==> src/rtl/fifo_sync_param_if.sv <==
// ---------------------------------------------------------------------------
// fifo_sync_param_if
// Handshake/status bundle for fifo_sync_param.
//   master : the producer/consumer side; drives flush, wr_en, wr_data, rd_en
//            and clr_err, and observes data and status.
//   slave  : the FIFO itself; drives rd_data, rd_valid, the occupancy flags,
//            count and the sticky error flags.
// clk and rst are not part of the bundle; they stay plain module ports.
// ---------------------------------------------------------------------------
interface fifo_sync_param_if #(
  parameter int DATA_W = 32,
  parameter int DEPTH  = 64
);
  localparam int ADDR_W = $clog2(DEPTH);

  logic              flush;
  logic              wr_en;
  logic [DATA_W-1:0] wr_data;
  logic              rd_en;
  logic [DATA_W-1:0] rd_data;
  logic              rd_valid;
  logic              full;
  logic              empty;
  logic              almost_full;
  logic              almost_empty;
  logic [ADDR_W:0]   count;
  logic              overflow;
  logic              underflow;
  logic              clr_err;

  modport master (
    output flush, wr_en, wr_data, rd_en, clr_err,
    input  rd_data, rd_valid, full, empty, almost_full, almost_empty,
           count, overflow, underflow
  );

  modport slave (
    input  flush, wr_en, wr_data, rd_en, clr_err,
    output rd_data, rd_valid, full, empty, almost_full, almost_empty,
           count, overflow, underflow
  );
endinterface

==> src/rtl/fifo_sync_param.sv <==
// ---------------------------------------------------------------------------
// fifo_sync_param
// Parametrised single-clock FIFO on a DEPTH x DATA_W register-array RAM.
// Tracks occupancy in a dedicated counter, produces registered full/empty and
// programmable almost flags, supports a synchronous flush and keeps sticky
// overflow/underflow flags.
//
// Ports
//   clk   in  clock, all state changes on the rising edge
//   rst   in  asynchronous active-high reset
//   bus   slave side of fifo_sync_param_if:
//           flush, wr_en, wr_data, rd_en, clr_err      (requests)
//           rd_data, rd_valid                          (1-cycle read latency)
//           full, empty, almost_full, almost_empty     (registered status)
//           count                                      (occupancy 0..DEPTH)
//           overflow, underflow                        (sticky errors)
// ---------------------------------------------------------------------------
module fifo_sync_param #(
  parameter int DATA_W   = 32,
  parameter int DEPTH    = 64,
  parameter int AF_LEVEL = 60,
  parameter int AE_LEVEL = 4
) (
  input  logic                 clk,
  input  logic                 rst,
  fifo_sync_param_if.slave     bus
);
  localparam int ADDR_W = $clog2(DEPTH);
  localparam int CNT_W  = ADDR_W + 1;

  localparam logic [CNT_W-1:0] DEPTH_C = CNT_W'(DEPTH);
  localparam logic [CNT_W-1:0] AF_C    = CNT_W'(AF_LEVEL);
  localparam logic [CNT_W-1:0] AE_C    = CNT_W'(AE_LEVEL);

  // Storage: no reset, so it maps onto plain memory.
  logic [DATA_W-1:0] ram [DEPTH];

  logic [ADDR_W-1:0] wr_ptr_reg, wr_ptr_next;
  logic [ADDR_W-1:0] rd_ptr_reg, rd_ptr_next;
  logic [CNT_W-1:0]  count_reg,  count_next;
  logic [DATA_W-1:0] rd_data_reg;
  logic              rd_valid_reg, rd_valid_next;
  logic              full_reg,  full_next;
  logic              empty_reg, empty_next;
  logic              af_reg,    af_next;
  logic              ae_reg,    ae_next;
  logic              ovf_reg,   ovf_next;
  logic              unf_reg,   unf_next;

  logic              wr_acc;
  logic              rd_acc;

  // Acceptance uses the registered flags (pre-edge state). A write into a
  // full FIFO is taken only when a read frees a slot in the same cycle; a
  // read of an empty FIFO is never taken, so there is no write-to-read bypass.
  always_comb begin
    rd_acc = bus.rd_en & ~empty_reg;
    wr_acc = bus.wr_en & (~full_reg | rd_acc);
  end

  always_comb begin
    wr_ptr_next   = wr_ptr_reg;
    rd_ptr_next   = rd_ptr_reg;
    count_next    = count_reg;
    rd_valid_next = 1'b0;
    ovf_next      = ovf_reg;
    unf_next      = unf_reg;

    if (bus.clr_err) begin
      ovf_next = 1'b0;
      unf_next = 1'b0;
    end

    if (bus.flush) begin
      // Flush drops this cycle's requests without flagging them.
      wr_ptr_next = '0;
      rd_ptr_next = '0;
      count_next  = '0;
    end else begin
      if (wr_acc) wr_ptr_next = wr_ptr_reg + ADDR_W'(1);
      if (rd_acc) begin
        rd_ptr_next   = rd_ptr_reg + ADDR_W'(1);
        rd_valid_next = 1'b1;
      end
      unique case ({wr_acc, rd_acc})
        2'b10:   count_next = count_reg + CNT_W'(1);
        2'b01:   count_next = count_reg - CNT_W'(1);
        default: count_next = count_reg;
      endcase
      // Setting is applied after clearing so a new error wins over clr_err.
      if (bus.wr_en & ~wr_acc) ovf_next = 1'b1;
      if (bus.rd_en & ~rd_acc) unf_next = 1'b1;
    end

    // Status is derived from the next count so the registered flags always
    // agree with the registered count.
    full_next  = (count_next == DEPTH_C);
    empty_next = (count_next == '0);
    af_next    = (count_next >= AF_C);
    ae_next    = (count_next <= AE_C);
  end

  always_ff @(posedge clk) begin
    if (!rst && !bus.flush && wr_acc) begin
      ram[wr_ptr_reg] <= bus.wr_data;
    end
  end

  always_ff @(posedge clk or posedge rst) begin
    if (rst) begin
      wr_ptr_reg   <= '0;
      rd_ptr_reg   <= '0;
      count_reg    <= '0;
      rd_data_reg  <= '0;
      rd_valid_reg <= 1'b0;
      full_reg     <= 1'b0;
      empty_reg    <= 1'b1;
      af_reg       <= 1'b0;
      ae_reg       <= 1'b1;
      ovf_reg      <= 1'b0;
      unf_reg      <= 1'b0;
    end else begin
      wr_ptr_reg   <= wr_ptr_next;
      rd_ptr_reg   <= rd_ptr_next;
      count_reg    <= count_next;
      rd_valid_reg <= rd_valid_next;
      full_reg     <= full_next;
      empty_reg    <= empty_next;
      af_reg       <= af_next;
      ae_reg       <= ae_next;
      ovf_reg      <= ovf_next;
      unf_reg      <= unf_next;
      // rd_data holds its last value unless a read is taken.
      if (!bus.flush && rd_acc) begin
        rd_data_reg <= ram[rd_ptr_reg];
      end
    end
  end

  assign bus.rd_data      = rd_data_reg;
  assign bus.rd_valid     = rd_valid_reg;
  assign bus.full         = full_reg;
  assign bus.empty        = empty_reg;
  assign bus.almost_full  = af_reg;
  assign bus.almost_empty = ae_reg;
  assign bus.count        = count_reg;
  assign bus.overflow     = ovf_reg;
  assign bus.underflow    = unf_reg;

endmodule
==> src/flat_wrapper.sv <==
// flat-port wrapper written by rule: the top's interface ports become plain ports
module fifo_sync_param_flat 
#(
  parameter int DATA_W   = 32,
  parameter int DEPTH    = 64,
  parameter int AF_LEVEL = 60,
  parameter int AE_LEVEL = 4
)
  (clk, rst, bus_flush, bus_wr_en, bus_wr_data, bus_rd_en, bus_clr_err, bus_rd_data, bus_rd_valid, bus_full, bus_empty, bus_almost_full, bus_almost_empty, bus_count, bus_overflow, bus_underflow);
  fifo_sync_param_if #(.DATA_W(DATA_W), .DEPTH(DEPTH)) bus_i ();
  input  logic clk;
  input  logic rst;
  input wire logic [$bits(bus_i.flush)-1:0] bus_flush;
  input wire logic [$bits(bus_i.wr_en)-1:0] bus_wr_en;
  input wire logic [$bits(bus_i.wr_data)-1:0] bus_wr_data;
  input wire logic [$bits(bus_i.rd_en)-1:0] bus_rd_en;
  input wire logic [$bits(bus_i.clr_err)-1:0] bus_clr_err;
  output wire logic [$bits(bus_i.rd_data)-1:0] bus_rd_data;
  output wire logic [$bits(bus_i.rd_valid)-1:0] bus_rd_valid;
  output wire logic [$bits(bus_i.full)-1:0] bus_full;
  output wire logic [$bits(bus_i.empty)-1:0] bus_empty;
  output wire logic [$bits(bus_i.almost_full)-1:0] bus_almost_full;
  output wire logic [$bits(bus_i.almost_empty)-1:0] bus_almost_empty;
  output wire logic [$bits(bus_i.count)-1:0] bus_count;
  output wire logic [$bits(bus_i.overflow)-1:0] bus_overflow;
  output wire logic [$bits(bus_i.underflow)-1:0] bus_underflow;
  assign bus_i.flush = bus_flush;
  assign bus_i.wr_en = bus_wr_en;
  assign bus_i.wr_data = bus_wr_data;
  assign bus_i.rd_en = bus_rd_en;
  assign bus_i.clr_err = bus_clr_err;
  assign bus_rd_data = bus_i.rd_data;
  assign bus_rd_valid = bus_i.rd_valid;
  assign bus_full = bus_i.full;
  assign bus_empty = bus_i.empty;
  assign bus_almost_full = bus_i.almost_full;
  assign bus_almost_empty = bus_i.almost_empty;
  assign bus_count = bus_i.count;
  assign bus_overflow = bus_i.overflow;
  assign bus_underflow = bus_i.underflow;
  fifo_sync_param #(.DATA_W(DATA_W), .DEPTH(DEPTH), .AF_LEVEL(AF_LEVEL), .AE_LEVEL(AE_LEVEL)) u_core (.clk(clk), .rst(rst), .bus(bus_i));
endmodule
==> config.mk <==
export PLATFORM = sky130hd
export DESIGN_NAME = fifo_sync_param_flat
export DESIGN_NICKNAME = d
export VERILOG_FILES = /design/src/rtl/fifo_sync_param_if.sv /design/src/rtl/fifo_sync_param.sv /design/src/flat_wrapper.sv
export SDC_FILE = /design/constraint.sdc
export NUM_CORES = 2
export LEC_CHECK = 0
export ABC_CLOCK_PERIOD_IN_PS = 10000
export CORE_UTILIZATION = 45
export DETAILED_ROUTE_END_ITERATION = 10
export PLACE_DENSITY = 0.59
export RECOVER_POWER = 100
export SETUP_SLACK_MARGIN = 0.15
export SLEW_MARGIN = 10
export SYNTH_ARGS = -nofsm -noshare
export SYNTH_HDL_FRONTEND = slang
export SYNTH_SLANG_ARGS = --single-unit
==> constraint.sdc <==
create_clock -name clk -period 10 [get_ports clk]
set_input_delay 2 -clock clk [delete_from_list [all_inputs] [get_ports clk]]
set_output_delay 2 -clock clk [all_outputs]
set_load 0.05 [all_outputs]
==> results.rst <==
.. list-table::
   :header-rows: 1

   * - Metric
     - Value
   * - Status
     - complete, but fails checks
   * - Violated checks
     - capacitance limit, slew limit
   * - Number of clock sinks
     - roughly 2,100
   * - Final-report setup violation count
     - 0
   * - Required time reported for the critical path endpoint
     - between 10 and 15 ns
   * - All-Layer GR Usage
     - 0.245
   * - Slowest cell on crit path
     - sky130_fd_sc_hd__nor2_1
   * - Final standard cell utilization of the core
     - 0.511
   * - Arrival time of the worst setup path
     - 8.14 ns
   * - Starting DRT DRC Count
     - 6,085
   * - CTS tree
     - yes
   * - Cell accounting for the most synthesized area
     - sky130_fd_sc_hd__edfxtp_1
   * - Number of instances resized during post-cts repair
     - 0
   * - Post-route DRC violation count
     - 0
   * - Cells taking the most area after synthesis
     - sky130_fd_sc_hd__edfxtp_1 (76%), sky130_fd_sc_hd__mux4_2 (13%), sky130_fd_sc_hd__mux2i_1 (2.4%)
   * - Maximum root-to-sink buffer count
     - 3
   * - Part of the total power dissipated in the clock network
     - 0.377
   * - Horizontal die dimension
     - 426 um
   * - Starting utilization of the core area
     - 0.454
   * - Dominant delay contributor by cell family on the critical path
     - simple AND/OR/NAND/NOR gates
   * - Total of warnings raised by yosys
     - 0
   * - Die outline area
     - 182,000 um2
   * - Post-CTS setup buffer count
     - 0
   * - Critical Path Stages
     - 6
   * - Clock buffers created by TritonCTS
     - 210
   * - Area added between synthesis and finish
     - 12.6%
   * - Switching component of the power
     - 5.45 mW
   * - Number of distinct library cells after synthesis
     - 67
   * - Fin cells
     - roughly 6,400
   * - Period minus WS final
     - 7.74 ns
   * - Highest clock rate
     - 129 MHz
   * - Number of slew-limit violations in the final report
     - 3,264
   * - Pin count of the biggest net entering global routing
     - 109
   * - Wire length of the first global-routing pass
     - 306,000 um
   * - Switching part of the total
     - 0.261
   * - Reg-to-reg critical path startpoint
     - u_core.rd_ptr_reg[0]
   * - Seq cells post-synth
     - 2,106
   * - Number of filler instances in the final layout
     - 14,000
   * - Total gr overflow
     - 0
   * - Max reg flops
     - 2,048
   * - Netlist area before placement
     - between 80,000 and 90,000 um2
   * - Kind of end point of the critical path
     - flip-flop
   * - Post-CTS clock slew at the launch and capture registers of the worst setup and hold paths
     - 0.07 ns
   * - Cell Rows
     - between 150 and 200
   * - Chain of cells forming the critical path
     - dlygate4sd3_1 -> nor2b_1 -> nand2b_1 -> nor4b_1 -> nand3_2 -> nor2_1
   * - Crit. Startpoint
     - bus_rd_en
   * - RD Place Congestion
     - approximately 0.91
   * - Count of port buffers added during placement
     - 83
   * - Kind of start point of the critical path
     - input port
   * - Top_reg_cell synth
     - sky130_fd_sc_hd__edfxtp_1
   * - Combinational cell fraction of total power
     - 0.143
   * - Sequential-to-total area share from yosys stat
     - 0.777
   * - Wirelength per Cell
     - between 30 and 40 um
   * - Total of hold buffers inserted after clock tree synthesis
     - 0
   * - Setup repair after global routing missed its margin
     - no
   * - Number of buffer and inverter stages on the critical path
     - 1
   * - Clock latency at the later pin of the worst-skew pair
     - 0.86 ns
   * - Estimated wirelength of the detail-placed design
     - 128,000 um
   * - Antenna violations before repair
     - 24
   * - First drt pass iteration count
     - 8
   * - Number of nets at the end of the flow
     - 3,875
   * - Reg power frac
     - 0.480
   * - Die Y
     - approximately 430 um
   * - Via count of the first global-routing pass
     - 37,900
   * - Largest driver fanout on the critical path
     - 32
   * - Rel. slew slack
     - -2.00
   * - Endpoint of the most critical setup path
     - u_core.ram[61][14]
   * - Overall routed net length
     - 222,000 um
   * - Final worst-path cycle share
     - 0.774
   * - Pleak
     - 27.2 nW
   * - Layout cells sized above 1
     - 0.234
   * - Count of endpoints failing hold in the final timing report
     - 0
   * - Mapped Avg Cell Area
     - about 22 um2
   * - Max capacitance violation total
     - 73
   * - Hold Path Class
     - flip-flop to flip-flop
   * - Top-area cell type share of the netlist area
     - 0.759
   * - Total Power
     - 20.9 mW
   * - Number of H-tree levels
     - 4
   * - Via count
     - 39,500
   * - Post-synthesis net count
     - 3,707
   * - Internal power component
     - 15.5 mW
   * - Number of top-level pins
     - between 80 and 90
   * - Area of the placeable core
     - 179,000 um2
   * - Cells after DPL
     - 5,975
   * - Vias per std cell
     - slightly above 6
   * - Max incr delay on CP
     - 2.52 ns
   * - Setup slack of the worst register-to-register path
     - 2.69 ns
   * - Post-synthesis async set-or-reset flop share
     - 0.0275
   * - Total negative slack for setup checks
     - 0 ns
   * - Number of enable flip-flop cells after synthesis
     - 2,048
   * - Type of the setup path with the least slack
     - input port to flip-flop
   * - Worst IR Drop VDD
     - about 0.15 mV
   * - PwrDens
     - 229 nW/um2
   * - Buffer type at the clock tree root
     - sky130_fd_sc_hd__clkbuf_16
   * - Detail Route Antenna Nets
     - 0
   * - Final setup skew
     - 0.0331 ns
   * - Gate Count Post-Synth
     - between 3,000 and 4,000
   * - R2R cell count
     - 6
   * - Slew of the pin with the lowest slew margin
     - 4.51 ns
   * - Worst flop-to-flop path endpoint
     - u_core.bus.rd_data[14]
## kinds of logic (layout without fill, tap and decap cells)
kind of cell	after synthesis	count (layout)	share of synthesized area
AO/OA/AOI/OAI	327	327	0.0271
XOR/XNOR	12	12	0.00130
adder cells (fa/ha/maj)	5	5	0.000772
buffers and inverters	218	569	0.0150
flip-flops	2106	2106	0.777
multiplexers	717	717	0.163
other	0	5	0
AND/OR/NAND/NOR	279	279	0.0161
## tightest hold or removal path: cells and delay by family (launching register included)
| family | cells | cell delay (ns) |
|---|---|---|
| DFF | 1 | 0.37 |
| and+or+nand+nor | 2 | 0.12 |
## how the worst min path moves through the flow
stage	from	end	slack (ns)	cells past startpoint
2_1_floorplan	u_core.wr_ptr_reg[1]	u_core.wr_ptr_reg[1]	0.58	2
3_3_place_gp	u_core.bus.rd_data[27]	u_core.bus.rd_data[27]	0.47	2
3_5_place_dp	u_core.bus.rd_data[27]	u_core.bus.rd_data[27]	0.49	2
4_1_cts	u_core.bus.rd_data[27]	u_core.bus.rd_data[27]	0.51	2
5_1_grt	u_core.bus.rd_data[27]	u_core.bus.rd_data[27]	0.55	2
6_report	u_core.bus.rd_data[27]	u_core.bus.rd_data[27]	0.52	2
## final cells by class
cell class                 count  area (um2)  area share
inverter                      11        42.5    0.000466
clock buffer                 273        5660      0.0620
multi-input combinational   1340       17200       0.189
tap                         2355        2950      0.0323
sequential                  2106       63000       0.690
timing repair buffer         163        1190      0.0131
clock inverter               122        1240      0.0136
antenna                        5        12.5    0.000137
## synthesized netlist by cell type (13+ instances only)
master / count
sky130_fd_sc_hd__buf_1: 13
sky130_fd_sc_hd__nand3_1: 27
sky130_fd_sc_hd__buf_4: 40
sky130_fd_sc_hd__a22oi_1: 50
sky130_fd_sc_hd__mux2i_1: 195
sky130_fd_sc_hd__mux4_2: 480
sky130_fd_sc_hd__o21ai_1: 28
sky130_fd_sc_hd__o21ai_0: 32
sky130_fd_sc_hd__a21oi_1: 74
sky130_fd_sc_hd__a31oi_1: 26
sky130_fd_sc_hd__buf_2: 78
sky130_fd_sc_hd__dfrtp_1: 56
sky130_fd_sc_hd__clkbuf_1: 56
sky130_fd_sc_hd__buf_6: 20
sky130_fd_sc_hd__mux2_2: 39
sky130_fd_sc_hd__nor2b_1: 24
sky130_fd_sc_hd__o221ai_1: 42
sky130_fd_sc_hd__a211oi_1: 13
sky130_fd_sc_hd__nand2_1: 74
sky130_fd_sc_hd__nor2_1: 110
sky130_fd_sc_hd__edfxtp_1: 2048
## metal layers
| metal | global-route usage | wire [um] | share of wire | vias up |
|---|---|---|---|---|
| li1 | - | - | - | 15800 |
| met1 | 0.373 | 94200 | 0.43 | 21400 |
| met2 | 0.358 | 100000 | 0.45 | 1958 |
| met3 | 0.0405 | 19700 | 0.089 | 301 |
| met4 | 0.0837 | 7620 | 0.034 | 0 |
| met5 | 0 | 0 | 0 | - |
## layout by cell type, fill, tap and decap left out, types with 49 or more instances in the layout
cell / n
sky130_fd_sc_hd__mux2i_1: 195
sky130_fd_sc_hd__dfrtp_1: 52
sky130_fd_sc_hd__edfxtp_1: 2048
sky130_fd_sc_hd__nor2_1: 64
sky130_fd_sc_hd__nand2_1: 74
sky130_fd_sc_hd__mux4_2: 480
sky130_fd_sc_hd__dlygate4sd3_1: 49
sky130_fd_sc_hd__a21oi_1: 75
sky130_fd_sc_hd__clkbuf_16: 211
sky130_fd_sc_hd__a22oi_1: 50
sky130_fd_sc_hd__clkbuf_1: 108
## power by group through the flow
| stage | Sequential [mW] | Clock (mW) | Combinational (mW) |
|---|---|---|---|
| floorplan | 10.3 | 0 | 1.74 |
| global placement | 10.2 | 0 | 3.04 |
| detailed placement | 10.2 | 0 | 3.04 |
| CTS | 10.0 | 8.00 | 3.05 |
| global route | 10.0 | 8.33 | 3.13 |
| finish | 10.0 | 7.89 | 2.99 |
## per-stage QoR
step / setup WS (ns) / hold slack (ns) / area (um2)
floorplan: 4.87 / 0.575 / 81100
global placement: 3.23 / 0.469 / 84800
detailed placement: 3.20 / 0.489 / 84800
CTS: 4.10 / 0.507 / 91700
global route: 1.93 / 0.549 / 91300
finish: 2.26 / 0.519 / 91300
(Power assumes the default switching activity.)
